### config.mk
export PLATFORM = sky130hd
export DESIGN_NAME = nmea_sentence_tx_flat
export DESIGN_NICKNAME = d
export VERILOG_FILES = /design/src/rtl/nmea_sentence_tx_if.sv /design/src/rtl/nmea_sentence_tx.sv /design/src/flat_wrapper.sv
export SDC_FILE = /design/constraint.sdc
export NUM_CORES = 1
export LEC_CHECK = 0
export ABC_AREA = 1
export BUFFER_PORTS_ARGS = -buffer_cell sky130_fd_sc_hd__buf_2
export CORE_MARGIN = 2
export CORE_UTILIZATION = 45
export DETAILED_ROUTE_END_ITERATION = 7
export HOLD_SLACK_MARGIN = 0.05
export PLACE_DENSITY = 0.67
export SLEW_MARGIN = 10
export SYNTH_ARGS = -nofsm -noshare
export SYNTH_HDL_FRONTEND = slang
export SYNTH_SLANG_ARGS = --single-unit
### constraint.sdc
create_clock -name clk_50MHz -period 1.55 [get_ports clk_50MHz]
set_input_delay 0.2325 -clock clk_50MHz [delete_from_list [all_inputs] [get_ports clk_50MHz]]
set_output_delay 0.2325 -clock clk_50MHz [all_outputs]
set_load 0.01 [all_outputs]
### src/rtl/nmea_sentence_tx_if.sv
// Byte-stream handshakes around the NMEA sentence framer: payload input and UART TX request/done.
interface nmea_sentence_tx_if;
    logic [7:0] in_data;
    logic       in_valid;
    logic       in_last;
    logic       in_ready;
    logic [7:0] tx_data;
    logic       tx_start;
    logic       tx_done;

    // master: payload producer plus UART transmitter; slave: the framer
    modport master (
        output in_data, in_valid, in_last, tx_done,
        input  in_ready, tx_data, tx_start
    );

    modport slave (
        input  in_data, in_valid, in_last, tx_done,
        output in_ready, tx_data, tx_start
    );
endinterface

### src/rtl/nmea_sentence_tx.sv
// Frames a raw NMEA payload stream as "$<payload>*hh\r\n" and feeds it byte by byte to the UART
// transmitter through its start/done handshake.
module nmea_sentence_tx #(
    parameter int unsigned MAX_PAYLOAD = 76,
    parameter int unsigned LEN_BITS    = 7
) (
    input  logic              clk_50MHz,
    input  logic              reset,
    nmea_sentence_tx_if.slave bus,
    output logic              busy,
    output logic              sentence_done,
    output logic              err_overlong,
    output logic              err_char
);

    typedef enum logic [4:0] {
        StIdle, StSendSof, StWaitSof, StPayIn, StSendPay, StWaitPay, StDrop,
        StSendStar, StWaitStar, StSendHi, StWaitHi, StSendLo, StWaitLo,
        StSendCr, StWaitCr, StSendLf, StWaitLf
    } state_e;

    localparam logic [LEN_BITS-1:0] MaxLen = LEN_BITS'(MAX_PAYLOAD);

    state_e              state_q, state_d;
    logic [7:0]          tx_data_q, tx_data_d;
    logic [7:0]          csum_q, csum_d;
    logic [LEN_BITS-1:0] len_q, len_d;
    logic                last_q, last_d;
    logic                trunc_q, trunc_d;
    logic                in_ready;
    logic                tx_start;
    logic [LEN_BITS-1:0] len_inc;
    logic                illegal;

    function automatic logic [7:0] hex_ascii(input logic [3:0] n);
        return (n < 4'd10) ? (8'h30 + {4'h0, n}) : (8'h37 + {4'h0, n});
    endfunction

    assign len_inc = len_q + 1'b1;
    assign illegal = (bus.in_data == 8'h24) || (bus.in_data == 8'h2A) ||
                     (bus.in_data == 8'h0D) || (bus.in_data == 8'h0A);

    always_comb begin
        state_d       = state_q;
        tx_data_d     = tx_data_q;
        csum_d        = csum_q;
        len_d         = len_q;
        last_d        = last_q;
        trunc_d       = trunc_q;
        in_ready      = 1'b0;
        tx_start      = 1'b0;
        err_overlong  = 1'b0;
        err_char      = 1'b0;
        sentence_done = 1'b0;

        case (state_q)
            StIdle: begin
                // Start of sentence is announced before the first byte is consumed
                if (bus.in_valid) begin
                    state_d   = StSendSof;
                    tx_data_d = 8'h24;
                    csum_d    = 8'h00;
                    len_d     = '0;
                    last_d    = 1'b0;
                    trunc_d   = 1'b0;
                end
            end
            StSendSof: begin
                tx_start = 1'b1;
                state_d  = StWaitSof;
            end
            StWaitSof: if (bus.tx_done) state_d = StPayIn;
            StPayIn: begin
                in_ready = 1'b1;
                if (bus.in_valid) begin
                    tx_data_d = bus.in_data;
                    csum_d    = csum_q ^ bus.in_data;
                    len_d     = len_inc;
                    last_d    = bus.in_last;
                    err_char  = illegal;
                    if (len_inc == MaxLen && !bus.in_last) begin
                        err_overlong = 1'b1;
                        trunc_d      = 1'b1;
                    end
                    state_d = StSendPay;
                end
            end
            StSendPay: begin
                tx_start = 1'b1;
                state_d  = StWaitPay;
            end
            StWaitPay: begin
                if (bus.tx_done) begin
                    if (trunc_q) begin
                        state_d = StDrop;
                    end else if (last_q) begin
                        state_d   = StSendStar;
                        tx_data_d = 8'h2A;
                    end else begin
                        state_d = StPayIn;
                    end
                end
            end
            StDrop: begin
                // Discard the remainder of an overlong payload; checksum is left untouched
                in_ready = 1'b1;
                if (bus.in_valid && bus.in_last) begin
                    state_d   = StSendStar;
                    tx_data_d = 8'h2A;
                end
            end
            StSendStar: begin
                tx_start = 1'b1;
                state_d  = StWaitStar;
            end
            StWaitStar: begin
                if (bus.tx_done) begin
                    state_d   = StSendHi;
                    tx_data_d = hex_ascii(csum_q[7:4]);
                end
            end
            StSendHi: begin
                tx_start = 1'b1;
                state_d  = StWaitHi;
            end
            StWaitHi: begin
                if (bus.tx_done) begin
                    state_d   = StSendLo;
                    tx_data_d = hex_ascii(csum_q[3:0]);
                end
            end
            StSendLo: begin
                tx_start = 1'b1;
                state_d  = StWaitLo;
            end
            StWaitLo: begin
                if (bus.tx_done) begin
                    state_d   = StSendCr;
                    tx_data_d = 8'h0D;
                end
            end
            StSendCr: begin
                tx_start = 1'b1;
                state_d  = StWaitCr;
            end
            StWaitCr: begin
                if (bus.tx_done) begin
                    state_d   = StSendLf;
                    tx_data_d = 8'h0A;
                end
            end
            StSendLf: begin
                tx_start = 1'b1;
                state_d  = StWaitLf;
            end
            StWaitLf: begin
                if (bus.tx_done) begin
                    sentence_done = 1'b1;
                    state_d       = StIdle;
                end
            end
            default: state_d = StIdle;
        endcase
    end

    always_ff @(posedge clk_50MHz or negedge reset) begin
        if (!reset) begin
            state_q   <= StIdle;
            tx_data_q <= 8'h00;
            csum_q    <= 8'h00;
            len_q     <= '0;
            last_q    <= 1'b0;
            trunc_q   <= 1'b0;
        end else begin
            state_q   <= state_d;
            tx_data_q <= tx_data_d;
            csum_q    <= csum_d;
            len_q     <= len_d;
            last_q    <= last_d;
            trunc_q   <= trunc_d;
        end
    end

    assign bus.in_ready = in_ready;
    assign bus.tx_start = tx_start;
    assign bus.tx_data  = tx_data_q;
    assign busy         = (state_q != StIdle);

endmodule

### src/flat_wrapper.sv
// flat-port wrapper written by rule: the top's interface ports become plain ports
module nmea_sentence_tx_flat 
#(
    parameter int unsigned MAX_PAYLOAD = 76,
    parameter int unsigned LEN_BITS    = 7
)
  (clk_50MHz, reset, busy, sentence_done, err_overlong, err_char, bus_in_data, bus_in_valid, bus_in_last, bus_tx_done, bus_in_ready, bus_tx_data, bus_tx_start);
  nmea_sentence_tx_if bus_i ();
  input  logic clk_50MHz;
  input  logic reset;
  output logic busy;
  output logic sentence_done;
  output logic err_overlong;
  output logic err_char;
  input wire logic [$bits(bus_i.in_data)-1:0] bus_in_data;
  input wire logic [$bits(bus_i.in_valid)-1:0] bus_in_valid;
  input wire logic [$bits(bus_i.in_last)-1:0] bus_in_last;
  input wire logic [$bits(bus_i.tx_done)-1:0] bus_tx_done;
  output wire logic [$bits(bus_i.in_ready)-1:0] bus_in_ready;
  output wire logic [$bits(bus_i.tx_data)-1:0] bus_tx_data;
  output wire logic [$bits(bus_i.tx_start)-1:0] bus_tx_start;
  assign bus_i.in_data = bus_in_data;
  assign bus_i.in_valid = bus_in_valid;
  assign bus_i.in_last = bus_in_last;
  assign bus_i.tx_done = bus_tx_done;
  assign bus_in_ready = bus_i.in_ready;
  assign bus_tx_data = bus_i.tx_data;
  assign bus_tx_start = bus_i.tx_start;
  nmea_sentence_tx #(.MAX_PAYLOAD(MAX_PAYLOAD), .LEN_BITS(LEN_BITS)) u_core (.clk_50MHz(clk_50MHz), .reset(reset), .bus(bus_i), .busy(busy), .sentence_done(sentence_done), .err_overlong(err_overlong), .err_char(err_char));
endmodule
==> impl.org, run 1 <==
** Setup path
- In this run the critical register-to-register path is launched from u_core.state_q[0].
- At the worst endpoint, the arrival time is between 1500 and 2000 ps.
- Type of the worst setup path :: reg -> out
- Launching element type of the critical path :: flip-flop
- The worst setup path is captured at an output pin.
- R2R Path End :: u_core.bus.tx_data[4]
- Maximum fanout encountered on the critical timing path :: 3
- For this design, the slowest cell found on the critical path is sky130_fd_sc_hd__dfrtp_1.
- CP top delay family :: simple AND/OR/NAND/NOR gates
- Worst path required time :: 1320 ps
- CP max stage delay :: 420 ps
- For flop-to-flop paths, the worst setup slack is -220 ps.
- Buffers & Inverters on Critical Path :: 1
- Count of cells along the worst register-to-register path :: 11
- The signal on the critical path passes through ha_4 > nand2_4 > nand2_2 > nor2_1 > nand2_1 > nor2_2 > nand2_1 > nor2_1 > buf_2.

** Layout
- Relative to the synthesized area, the layout overhead comes to 73.6%.
- Leaving out filler cells and counting taps, the final layout contains 506.
- After filler insertion, the fill cell instance count of the layout stands at around 290.
- Total inserted antenna cells :: 0
- Of the cells placed in the final design, the portion with a size suffix greater than 1 is 50.8%.
- The final layout contains roughly 460 nets.

** Clock network
- H-Tree Depth :: 2
- Maximum buffer depth of the clock tree :: 2
- Clock latency on the worst-skew pair :: 290 ps
- Clock transition at the register clock pins on the worst setup and hold paths after CTS :: 70 ps
- Clock Root Buffer :: sky130_fd_sc_hd__clkbuf_8
- CTS Buf Count :: 5
- Sink Count :: 30
- TritonCTS clock tree :: done

** Global routing
- The first global-routing pass estimated about 12000 um of wire.
- The number of global-route vias before repair was about 2600.
- Entering global routing, the biggest net connects 31 pins.
- Antenna violations before repair :: 0
- For this run, the total global-route usage over all layers was measured as approximately 30%.
- Residual overflow from global routing :: 0

** Routing
- Length of the first detailed-routing pass in iterations :: 6
- In the routed layout, each cell is associated on average with a via count of 5.65.
- Routed wire length :: 8990 um
- In the routed design, unresolved DRC markers number 0.
- Vias :: around 2900
- Once detail routing completed, the nets flagged for antenna violations numbered 0.
- The detailed router finished its first iteration with 307 violations.
- Detailed-route wire length per cell :: 17.8 um

** Timing
- Highest achievable clock rate :: 526 MHz
- Setup repair after global routing could not meet its margin everywhere.
- For the final routed database, the setup TNS stands at -4640 ps.
- The max-slew violation count is 0.
- Across the routed clock network, the largest skew measured is about 9.1 ps.
- At the pin with the least slew margin, the transition time is 414 ps.
- In this run the tightest slew margin relative to its limit is 72.3%.
- Setup violations remaining at the end of the flow were counted as 29.
- Part of the cycle the worst path needs :: 123%
- Across all setup checks in the final design, the least slack found is -351 ps.
- Minimum period implied by the final worst setup slack :: about 1900 ps
- Count of endpoints failing hold in the final timing report :: 0

** Logic synthesis
- The netlist uses 32 different library cells.
- In this run the cell area of the synthesized design comes to 2200 um^2.
- Post-Syn Nets :: 348
- sky130_fd_sc_hd__dfrtp_1 takes more of the synthesized area than any other cell.
- Synth top area share :: approximately 34%
- After technology mapping, the gate count stands at 331.
- The average instance in the mapped netlist occupies approximately 6.6 um^2.
- Sequential cells were found to cover 34.2% of the synthesized design area.
- Post-synthesis register bit count :: 30
- In the post-synthesis netlist, the biggest area contributors are sky130_fd_sc_hd__dfrtp_1, sky130_fd_sc_hd__nand2_1, sky130_fd_sc_hd__nand3_1, sky130_fd_sc_hd__nor2_1, sky130_fd_sc_hd__inv_1.
- Synth warn :: 0

** Flow run
- The tool flagged a number of max-cap violations equal to 0.

** Die
- Number of placement rows :: 25
- 27 I/O pins were placed.
- From bottom edge to top edge, the die measures 73.9 um.
- Initial cell density of the core :: 46.5%
- Die span in x :: 73.9 um
- The die covers between 5000 and 6000 um^2.
- The total area inside the core boundary comes to 4720 um^2.

** Placed design
- Routability-driven placement finished with a final weighted congestion of between 0.9 and 1.
- Buffers placed on the I/O ports in this run total 26.
- After legalization and detailed placement, the total HPWL measured approximately 4500 um.
- Counting tap cells, the placed design contains a total of between 400 and 500 instances.

** Worst hold path
- The tightest min-delay check is of the in -> reg type.
- The path with the worst hold slack has its endpoint at u_core.csum_q[4].
- The worst hold path begins at bus_in_data[4].
- Hold-critical path depth :: 4

** Status
- The final reports fail on negative setup slack.
- Result of the run :: finished, violations left

** Pwr
- Static leakage power :: between 1.5 and 2 nW
- Largest voltage drop on the vdd net :: 0.00105 V
- PD cells :: 2040 nW/um^2
==> worst reg2reg max path, stage by stage (launching register included) <==
cell and delay (ps):
sky130_fd_sc_hd__dfrtp_2 470, sky130_fd_sc_hd__buf_6 150, sky130_fd_sc_hd__nor2_4 220, sky130_fd_sc_hd__buf_6 180
sky130_fd_sc_hd__nand3_4 80, sky130_fd_sc_hd__nand2_2 80, sky130_fd_sc_hd__nand2_2 60, sky130_fd_sc_hd__nand2_4 110
sky130_fd_sc_hd__nor2_4 70, sky130_fd_sc_hd__buf_6 130, sky130_fd_sc_hd__nand3_2 70, sky130_fd_sc_hd__nand2_2 40
==> layer usage <==
metal	wire, um	vias to the layer above	track usage, %
met5	0	-	0
li1	-	1295	-
met4	427	0	11.9
met1	3590	1343	38.1
met2	4370	163	49.4
met3	601	57	5.49
==> timing repair <==
action / 4_1_cts / 5_1_grt
cloned: 1 / 1
setup endpoints to repair: 23 / 34
hold endpoints to repair: 30 / 0
gates resized for setup: 109 / 81
setup buffers: 30 / 17
hold buffers: 1 / 0
pin swaps: 32 / 53
==> cell usage in the layout, fill, tap and decap left out, types with 7 or more instances in the layout <==
| master | instances |
|---|---|
| sky130_fd_sc_hd__nor2_2 | 7 |
| sky130_fd_sc_hd__buf_4 | 38 |
| sky130_fd_sc_hd__o21ai_0 | 9 |
| sky130_fd_sc_hd__nand2_1 | 79 |
| sky130_fd_sc_hd__nor2_4 | 14 |
| sky130_fd_sc_hd__nand2_4 | 9 |
| sky130_fd_sc_hd__nand3_2 | 13 |
| sky130_fd_sc_hd__nand3_1 | 23 |
| sky130_fd_sc_hd__o21ai_2 | 8 |
| sky130_fd_sc_hd__dfrtp_1 | 25 |
| sky130_fd_sc_hd__nand2_2 | 19 |
| sky130_fd_sc_hd__nor2_1 | 27 |
| sky130_fd_sc_hd__buf_6 | 37 |
| sky130_fd_sc_hd__nand3_4 | 11 |
| sky130_fd_sc_hd__inv_1 | 28 |
| sky130_fd_sc_hd__buf_2 | 24 |
==> how the worst max path moves through the flow <==
stage | slack [ps] | startpoint | to | cells after the start
after floorplan | 2 | u_core.state_q[3] | err_overlong | 5
after global placement | -50 | u_core.state_q[1] | u_core.bus.tx_data[3] | 10
after detailed placement | -70 | u_core.state_q[1] | u_core.bus.tx_data[1] | 9
after CTS | -300 | u_core.len_q[0] | err_overlong | 8
after global routing | -460 | u_core.len_q[0] | err_overlong | 9
final | -350 | u_core.len_q[1] | err_overlong | 9
==> per-stage QoR <==
step | utilization, % | instance area [um^2] | total power, W | worst slack, ps | hold WS (ps)
5_1_grt | 80.7 | 3810 | 0.00813 | -461 | 252
2_1_floorplan | - | 2200 | 0.00334 | 1.60 | -63.1
3_5_place_dp | 57.1 | 2700 | 0.00445 | -69.5 | 198
4_1_cts | 73.3 | 3460 | 0.00665 | -297 | 233
6_report | 80.7 | 3810 | 0.00776 | -351 | 220
3_3_place_gp | 57.1 | 2700 | 0.00438 | -51.4 | 199
==> power by group <==
group	total (W)	switching, W	internal (W)
Clock	0.000680	0.000322	0.000358
Combinational	0.00566	0.00320	0.00246
Sequential	0.00142	0.000326	0.00109
==> state kept, by name (all words and copies together), names as in the netlist <==
name and cells:
u_core.bus.tx_data 8, u_core.csum_q 8, u_core.len_q 7, u_core.state_q 5, u_core.last_q 1, u_core.trunc_q 1
==> final cells by class <==
cell class / instances / area (um^2) / share of cell area, %
clock inverter: 1 / 5.00 / 0.131
tap: 67 / 83.8 / 2.20
clock buffer: 7 / 86.3 / 2.26
multi-input combinational: 256 / 1780 / 46.6
sequential: 30 / 757 / 19.9
timing repair buffer: 104 / 915 / 24.0
inverter: 40 / 178 / 4.66
timing repair inverter: 1 / 11.3 / 0.295
==> cells in the mapped netlist <==
| master | number |
|---|---|
| sky130_fd_sc_hd__nand2_4 | 2 |
| sky130_fd_sc_hd__nor4_1 | 1 |
| sky130_fd_sc_hd__nand2_1 | 106 |
| sky130_fd_sc_hd__xor2_1 | 2 |
| sky130_fd_sc_hd__buf_4 | 3 |
| sky130_fd_sc_hd__o211ai_1 | 2 |
| sky130_fd_sc_hd__buf_2 | 1 |
| sky130_fd_sc_hd__o31ai_1 | 1 |
| sky130_fd_sc_hd__o21ai_1 | 4 |
| sky130_fd_sc_hd__nand3_1 | 42 |
| sky130_fd_sc_hd__nand2_2 | 3 |
| sky130_fd_sc_hd__a22o_1 | 1 |
| sky130_fd_sc_hd__nor3_1 | 2 |
| sky130_fd_sc_hd__clkbuf_1 | 1 |
| sky130_fd_sc_hd__a21boi_0 | 1 |
| sky130_fd_sc_hd__o21ai_0 | 15 |
| sky130_fd_sc_hd__o221ai_1 | 2 |
| sky130_fd_sc_hd__inv_4 | 1 |
| sky130_fd_sc_hd__nor2_4 | 4 |
| sky130_fd_sc_hd__nand3_4 | 1 |
| sky130_fd_sc_hd__inv_1 | 37 |
| sky130_fd_sc_hd__nand4_1 | 6 |
| sky130_fd_sc_hd__a21oi_1 | 4 |
| sky130_fd_sc_hd__nor2_2 | 4 |
| sky130_fd_sc_hd__a31oi_1 | 1 |
| sky130_fd_sc_hd__a21oi_4 | 1 |
| sky130_fd_sc_hd__o22ai_1 | 3 |
| sky130_fd_sc_hd__nand3_2 | 4 |
| sky130_fd_sc_hd__ha_1 | 4 |
| sky130_fd_sc_hd__dfrtp_1 | 30 |
| sky130_fd_sc_hd__inv_2 | 2 |
| sky130_fd_sc_hd__nor2_1 | 40 |
==> cells by family after synthesis <==
family / synth area share, %
fa+ha+maj: 2.28
buf+inv: 8.38
flops: 34.2
compound gates: 9.69
simple gates: 44.7
xor+xnor: 0.798
No activity file was read; power rests on OpenSTA's default activity.
==> inputs of run 2 (changes only) <==
Settings changed: CTS_CLUSTER_SIZE set to 16, SKIP_CTS_REPAIR_TIMING set to 1.
==> run 2 against run 1 <==
  * The run still ends with negative setup slack left
  * First-iteration DRC count fell by 22%
  * Combinational power fell by 21%
  * Clock-buffer cell count did not move
  * Sequential power barely moved
  * Hold slack improved by 17 ps
  * Global-route usage fell by 6.3 points
  * Largest power group unchanged
==> impl.org, run 2 (synthesized netlist as in run 1, its figures left out) <==
** Clock network
- The H-tree generated during clock tree synthesis spans 2 levels.
- The tree is rooted in a sky130_fd_sc_hd__clkbuf_8.
- CTS saw 30 sinks.
- TritonCTS clock tree :: done
- Maximum buffer depth of the clock tree :: 2
- At the later pin of the worst-skew pair, clock insertion delay measures 280 ps.
- After clock tree synthesis, the clock-pin slew on the worst setup and hold paths is 70 ps.
- Clock tree synthesis inserted a total of 5 buffers.

** Timing
- Final hold slack :: 237 ps
- Summed negative setup slack over all endpoints :: -5560 ps
- Across all setup checks in the final design, the least slack found is -289 ps.
- For the pin with the worst max-slew slack, the measured transition is approximately 390 ps.
- Count of final max-slew check failures :: 0
- Dividing the final minimum period by the clock period gives 119%.
- Max-slew headroom at the worst pin :: 73.7%
- Fin Clk Skew :: 1.72 ps
- Count of endpoints failing hold in the final timing report :: 0
- Setup violations remaining at the end of the flow were counted as 34.
- Highest achievable clock rate :: 544 MHz
- Setup repair after global routing could not meet its margin everywhere.
- Minimum period implied by the final worst setup slack :: 1840 ps

** Routing
- Vias :: 2574
- For this run, design rule violations remaining after detail routing come to 0.
- After detailed routing, the average wire length per cell comes to 14.3 um.
- The detailed router finished its first iteration with 238 violations.
- Average via count per standard cell :: 5.25
- Number of nets still failing antenna checks after routing :: 0
- The pre-antenna-repair detailed-routing pass consisted of 6 iterations.
- The final layout contains routed wiring with a total length of 6990 um.

** Layout
- Most common cell after layout, fill and taps aside :: sky130_fd_sc_hd__nand2_1
- Share of layout cells above drive strength 1 :: 40.9%
- NumNets Final :: about 440
- Area added between synthesis and finish :: 52.8%
- The number of antenna diodes in the final layout is 0.
- In the layout the commonest cells are sky130_fd_sc_hd__nand2_1, sky130_fd_sc_hd__buf_4, sky130_fd_sc_hd__inv_1, sky130_fd_sc_hd__nand3_1, sky130_fd_sc_hd__nor2_1.
- Utilization after layout :: 71.0%

** Setup path
- The worst setup path is launched from a flip-flop.
- Worst path required time :: 1320 ps
- Arr. time, crit path :: 1610 ps
- Type of the worst setup path :: reg -> out
- Critical Path End Type :: output pin
- Of all nets on the critical path, the largest fanout is 6.

** Pwr
- Sw Share :: a little under half
- Comb power frac :: between 60% and 70%
- For this design the ratio of total power to cell area is around 2000 nW/um^2.
- Post-layout power :: 0.00656 W
- Switching power of the nets :: 0.00310 W
- Sequential cells account for a little over a fifth of the total power.
- The worst-case IR drop observed on VDD is 0.000835 V.
- The internal portion of the total power is between 0.003 and 0.004 W.
- The analysis attributes to cell leakage a power of between 1.5 and 2 nW.
- The clock network is responsible for 10.1% of the overall power.

** Placed design
- At the placement stage, the worst setup path has a slack of -69.5 ps.
- Half-perimeter wire length of the detailed placement result :: 4480 um
- At the end of routability-driven placement, the weighted congestion stood at about 0.95.
- During placement, the flow inserted port buffers numbering 26.

** Die
- Die span in x :: ~74 um
- Pin placement for this block handled 27 I/O pins.
- The floorplan step defined a die boundary enclosing 5450 um^2.
- Placeable core area :: 4720 um^2
- Initial cell density of the core :: roughly 46%
- From bottom edge to top edge, the die measures 73.9 um.
- Number of placement rows :: 25

** Status
- Result of the run :: finished, violations left
- Violated checks :: negative setup slack

** Worst hold path
- Class of the tightest hold or removal check :: in -> reg

** Global routing
- Global routing finished with a remaining overflow of 0.
- For this run, the total global-route usage over all layers was measured as 23.5%.
- The number of global-route vias before repair was around 2200.
- Global-route wire length before repair :: 9940 um
- Largest net degree at the start of global routing :: 31
- The number of antenna violations at the first check in global routing came to 0.

** Flow run
- MaxCap Viol Count :: 0
-- run 2: changes by cell type in the layout (fill, tap and decap cells not counted), sizes merged --
cell	delta
buf	-17
a21oi	+1
-- run 2: routing by layer --
metal	vias up	global-route usage, %	wire, um	part of all wire (%)
met5	-	0	0	0
met4	0	6.06	112	1.6
met3	12	4.66	332	4.8
met2	106	37.1	3460	50
met1	1199	32.9	3080	44
li1	1257	-	-	-
-- run 2: stage by stage --
step	instances	area, um^2
after detailed placement	458	2700
after global routing	490	3360
after global placement	458	2700
final	490	3360
after CTS	466	2790
after floorplan	331	2200
-- run 2: power by group through the flow --
stage | sequential [W] | combinational, W | clock (W)
after floorplan | 0.00132 | 0.00202 | 0
after global placement | 0.00135 | 0.00303 | 0
after detailed placement | 0.00136 | 0.00309 | 0
after CTS | 0.00135 | 0.00310 | 0.000667
after global routing | 0.00144 | 0.00489 | 0.000711
final | 0.00141 | 0.00449 | 0.000661
-- run 2: area by class of cell --
| cell class | count | area [um^2] |
|---|---|---|
| Timing Repair inverter | 1 | 11.3 |
| Sequential cell | 30 | 757 |
| Inverter | 40 | 173 |
| Clock buffer | 7 | 86.3 |
| Tap cell | 67 | 83.8 |
| Clock inverter | 1 | 5.00 |
| Fill cell | 395 | 1370 |
| Timing Repair Buffer | 87 | 713 |
| Multi-Input combinational cell | 257 | 1530 |
-- run 2: worst max-delay path, stage by stage, from the launching register on --
cell and delay, ps:
sky130_fd_sc_hd__dfrtp_2 460, sky130_fd_sc_hd__buf_6 140, sky130_fd_sc_hd__nor2_4 200, sky130_fd_sc_hd__nand3_2 110, sky130_fd_sc_hd__buf_4 160, sky130_fd_sc_hd__nand2_1 100
sky130_fd_sc_hd__buf_2 150
-- run 2: worst paths after layout --
check,from,endpoint,slack [ps],cells past startpoint
worst min register to register,u_core.bus.tx_data[7],u_core.bus.tx_data[7],460,2
worst max register to register,u_core.state_q[3],u_core.bus.tx_data[2],-260,12
max in group asynchronous,reset,u_core.state_q[2],940,3
min in group asynchronous,reset,u_core.state_q[1],430,3
worst min-delay path,bus_in_data[4],u_core.csum_q[4],240,4
worst max-delay path,u_core.state_q[0],bus_in_ready,-290,6
==> inputs of run 3 (changes only) <==
Settings changed: CELL_PAD_IN_SITES_DETAIL_PLACEMENT set to 1, CELL_PAD_IN_SITES_GLOBAL_PLACEMENT set to 1, CORE_UTILIZATION 45 to 37, PLACE_DENSITY 0.67 to not set, PLACE_DENSITY_LB_ADDON set to 0.1.
==> run 3 against run 2 <==
  * Largest cell class unchanged
  * Sequential share of layout area down 0.17 points
  * Non-clock buffer count fell by 4
  * The flow still finishes with violations (negative setup slack)
  * First-iteration DRC count is 22% lower
  * Critical endpoint is now u_core.bus.tx_data[6]
==> impl.org, run 3 (synthesized netlist as in run 1, its figures left out) <==
** Timing
- Transition time at the pin with the least slew margin :: 480 ps
- Across the routed clock network, the largest skew measured is 2.87 ps.
- The count of final hold-check violations came to 0.
- Part of the cycle the worst path needs :: 121%
- Setup repair after global routing missed its margin :: true
- Max-slew headroom at the worst pin :: 67.9%
- Highest achievable clock rate :: about 530 MHz
- The smallest clock period supported by the final layout is computed as 1880 ps.
- Setup slack on the critical path of the routed design comes to -330 ps.
- Final hold slack :: 239 ps
- Count of final max-slew check failures :: 0
- Setup violations remaining at the end of the flow were counted as 31.

** Setup path
- The worst register-to-register path ends at u_core.bus.tx_data[6].
- Type of the worst setup path :: reg -> reg
- STA classifies the critical path startpoint as a flip-flop.
- Worst path required time :: 1780 ps
- Reg-to-reg slack, setup :: -330 ps
- Critical Path End Type :: flip-flop
- Start of the worst register-to-register path :: u_core.state_q[0]
- Arr. time, crit path :: about 2100 ps
- Count of cells along the worst register-to-register path :: 10
- Of all nets on the critical path, the largest fanout is 5.

** Die
- The initial utilization of the core area, before any placement, comes to 37.8%.
- Die span in x :: 81.0 um
- The die is just over 80 um tall.
- The floorplan step defined a die boundary enclosing 6570 um^2.
- Number of placed I/O pins :: 27
- After floorplanning, the core was divided into 28 placement rows.
- After floorplanning, the core was sized to cover just under 6000 um^2.

** Global routing
- Antenna violations before repair :: 0
- Global routing used 22.9% of the available tracks across all layers.
- Residual overflow from global routing :: 0
- The first global-routing pass estimated 11600 um of wire.
- Via count of the first global-routing pass :: 2380
- Largest net degree at the start of global routing :: 17

** Status
- Violated checks :: negative setup slack
- The run finished, with violations left.

** Clock network
- Clock-pin slew was measured on the worst setup and hold paths at 70 ps.
- CTS Buf Count :: 5
- The longest clock path from root to sink contains 2 buffers.
- The clock tree synthesis step divided the H-tree into 2 levels.
- For this design, the sink count on the clock tree is 30.
- In this run the clock root is driven by a sky130_fd_sc_hd__clkbuf_8.
- At the later pin of the worst-skew pair, clock insertion delay measures 290 ps.
- TritonCTS clock tree :: done

** Routing
- Dividing the detail-routed wire length by the instance count gives 19.3 um.
- Vias :: between 2000 and 3000
- Average via count per standard cell :: 5.48
- In this run the remaining antenna-violating nets after routing total 0.
- Number of DRC markers after the initial detailed-route iteration :: 186
- The routed design has 9510 um of wire.
- Length of the first detailed-routing pass in iterations :: 4
- Remaining routing DRC violations :: 0

** Layout
- The final layout contains about 430 nets.
- Once layout is complete, the utilization of the core stands at 58.2%.
- The post-route netlist has 41.5% of its cells at a drive strength greater than 1.
- The library cell used most frequently in the layout, excluding fill and tap cells, is sky130_fd_sc_hd__nand2_1.
- Area added between synthesis and finish :: 54.2%
- Commonest cells after routing, fill and taps aside :: sky130_fd_sc_hd__nand2_1, sky130_fd_sc_hd__inv_1, sky130_fd_sc_hd__nand3_1, sky130_fd_sc_hd__buf_4, sky130_fd_sc_hd__nor2_1
- After routing the design area is 3390 um^2.
- The number of antenna diodes in the final layout is 0.
- Post-route insts no fill :: 492

** Placed design
- In this run, placement finished with an instance count of 464.
- Placed standard-cell area :: 2680 um^2
- Detailed placement ended at an HPWL of ~5600 um.
- At the end of routability-driven placement, the weighted congestion stood at 0.845.
- Port Buf Inserts :: 26

** Pwr
- The analysis attributes to cell leakage a power of roughly 1.7 nW.
- Post-layout power :: 0.00696 W
- PD cells :: 2060 nW/um^2
- Largest voltage drop on the vdd net :: 0.000896 V

** Worst hold path
- The path with the worst hold slack has its endpoint at u_core.csum_q[7].
- The worst hold path belongs to the class in -> reg.
- Hold Path Origin :: bus_in_data[7]
- Hold-critical path depth :: 4

** Flow run
- The tool flagged a number of max-cap violations equal to 0.
==> run 3: worst max-delay path, cell delays in order, from the launching register on <==
cell	delay, ps
sky130_fd_sc_hd__dfrtp_2	460
sky130_fd_sc_hd__buf_6	160
sky130_fd_sc_hd__nor2_4	180
sky130_fd_sc_hd__buf_12	150
sky130_fd_sc_hd__buf_6	90
sky130_fd_sc_hd__buf_6	90
sky130_fd_sc_hd__nand3_4	120
sky130_fd_sc_hd__buf_6	160
sky130_fd_sc_hd__o211ai_1	220
sky130_fd_sc_hd__nand3_2	110
sky130_fd_sc_hd__nand2_1	70
==> run 3: layer usage <==
metal	track usage, %	vias to the layer above	part of all wire [%]
li1	-	1247	-
met1	31.7	1330	41
met2	38.0	90	51
met3	3.33	28	4.6
met4	4.92	0	3.0
met5	0	-	0
==> run 3: report_power, final <==
| part | switching (W) | internal, W | total, W |
|---|---|---|---|
| clock network | 0.000324 | 0.000301 | 0.000625 |
| registers | 0.000341 | 0.00109 | 0.00144 |
| logic | 0.00283 | 0.00207 | 0.00490 |
==> run 3: layout make-up <==
type | instances | area [um^2]
fillers | 726 | 2430
clock buffers | 5 | 68.8
flip-flops and latches | 30 | 758
clock inverters | 2 | 10.0
repair buffers | 83 | 714
well taps | 75 | 93.8
repair inverters | 1 | 11.3
inverters | 40 | 168
multi-input cells | 256 | 1560
==> run 3: worst max path at each step <==
stage	start	end	slack (ps)	cells after the start
global route	u_core.len_q[1]	err_overlong	-420	9
finish	u_core.state_q[0]	u_core.bus.tx_data[6]	-330	10
global placement	u_core.state_q[1]	u_core.bus.tx_data[2]	-90	10
detailed placement	u_core.state_q[1]	u_core.bus.tx_data[0]	-110	9
floorplan	u_core.state_q[3]	err_overlong	2	5
CTS	u_core.len_q[0]	err_overlong	-390	8
==> run 3: metrics by stage <==
| step | worst slack, ps | TNS (ps) |
|---|---|---|
| final | -330 | -6460 |
| after global routing | -425 | -8740 |
| after CTS | -395 | -3570 |
| after detailed placement | -111 | -1600 |
| after global placement | -89.9 | -1020 |
| after floorplan | 1.60 | 0 |
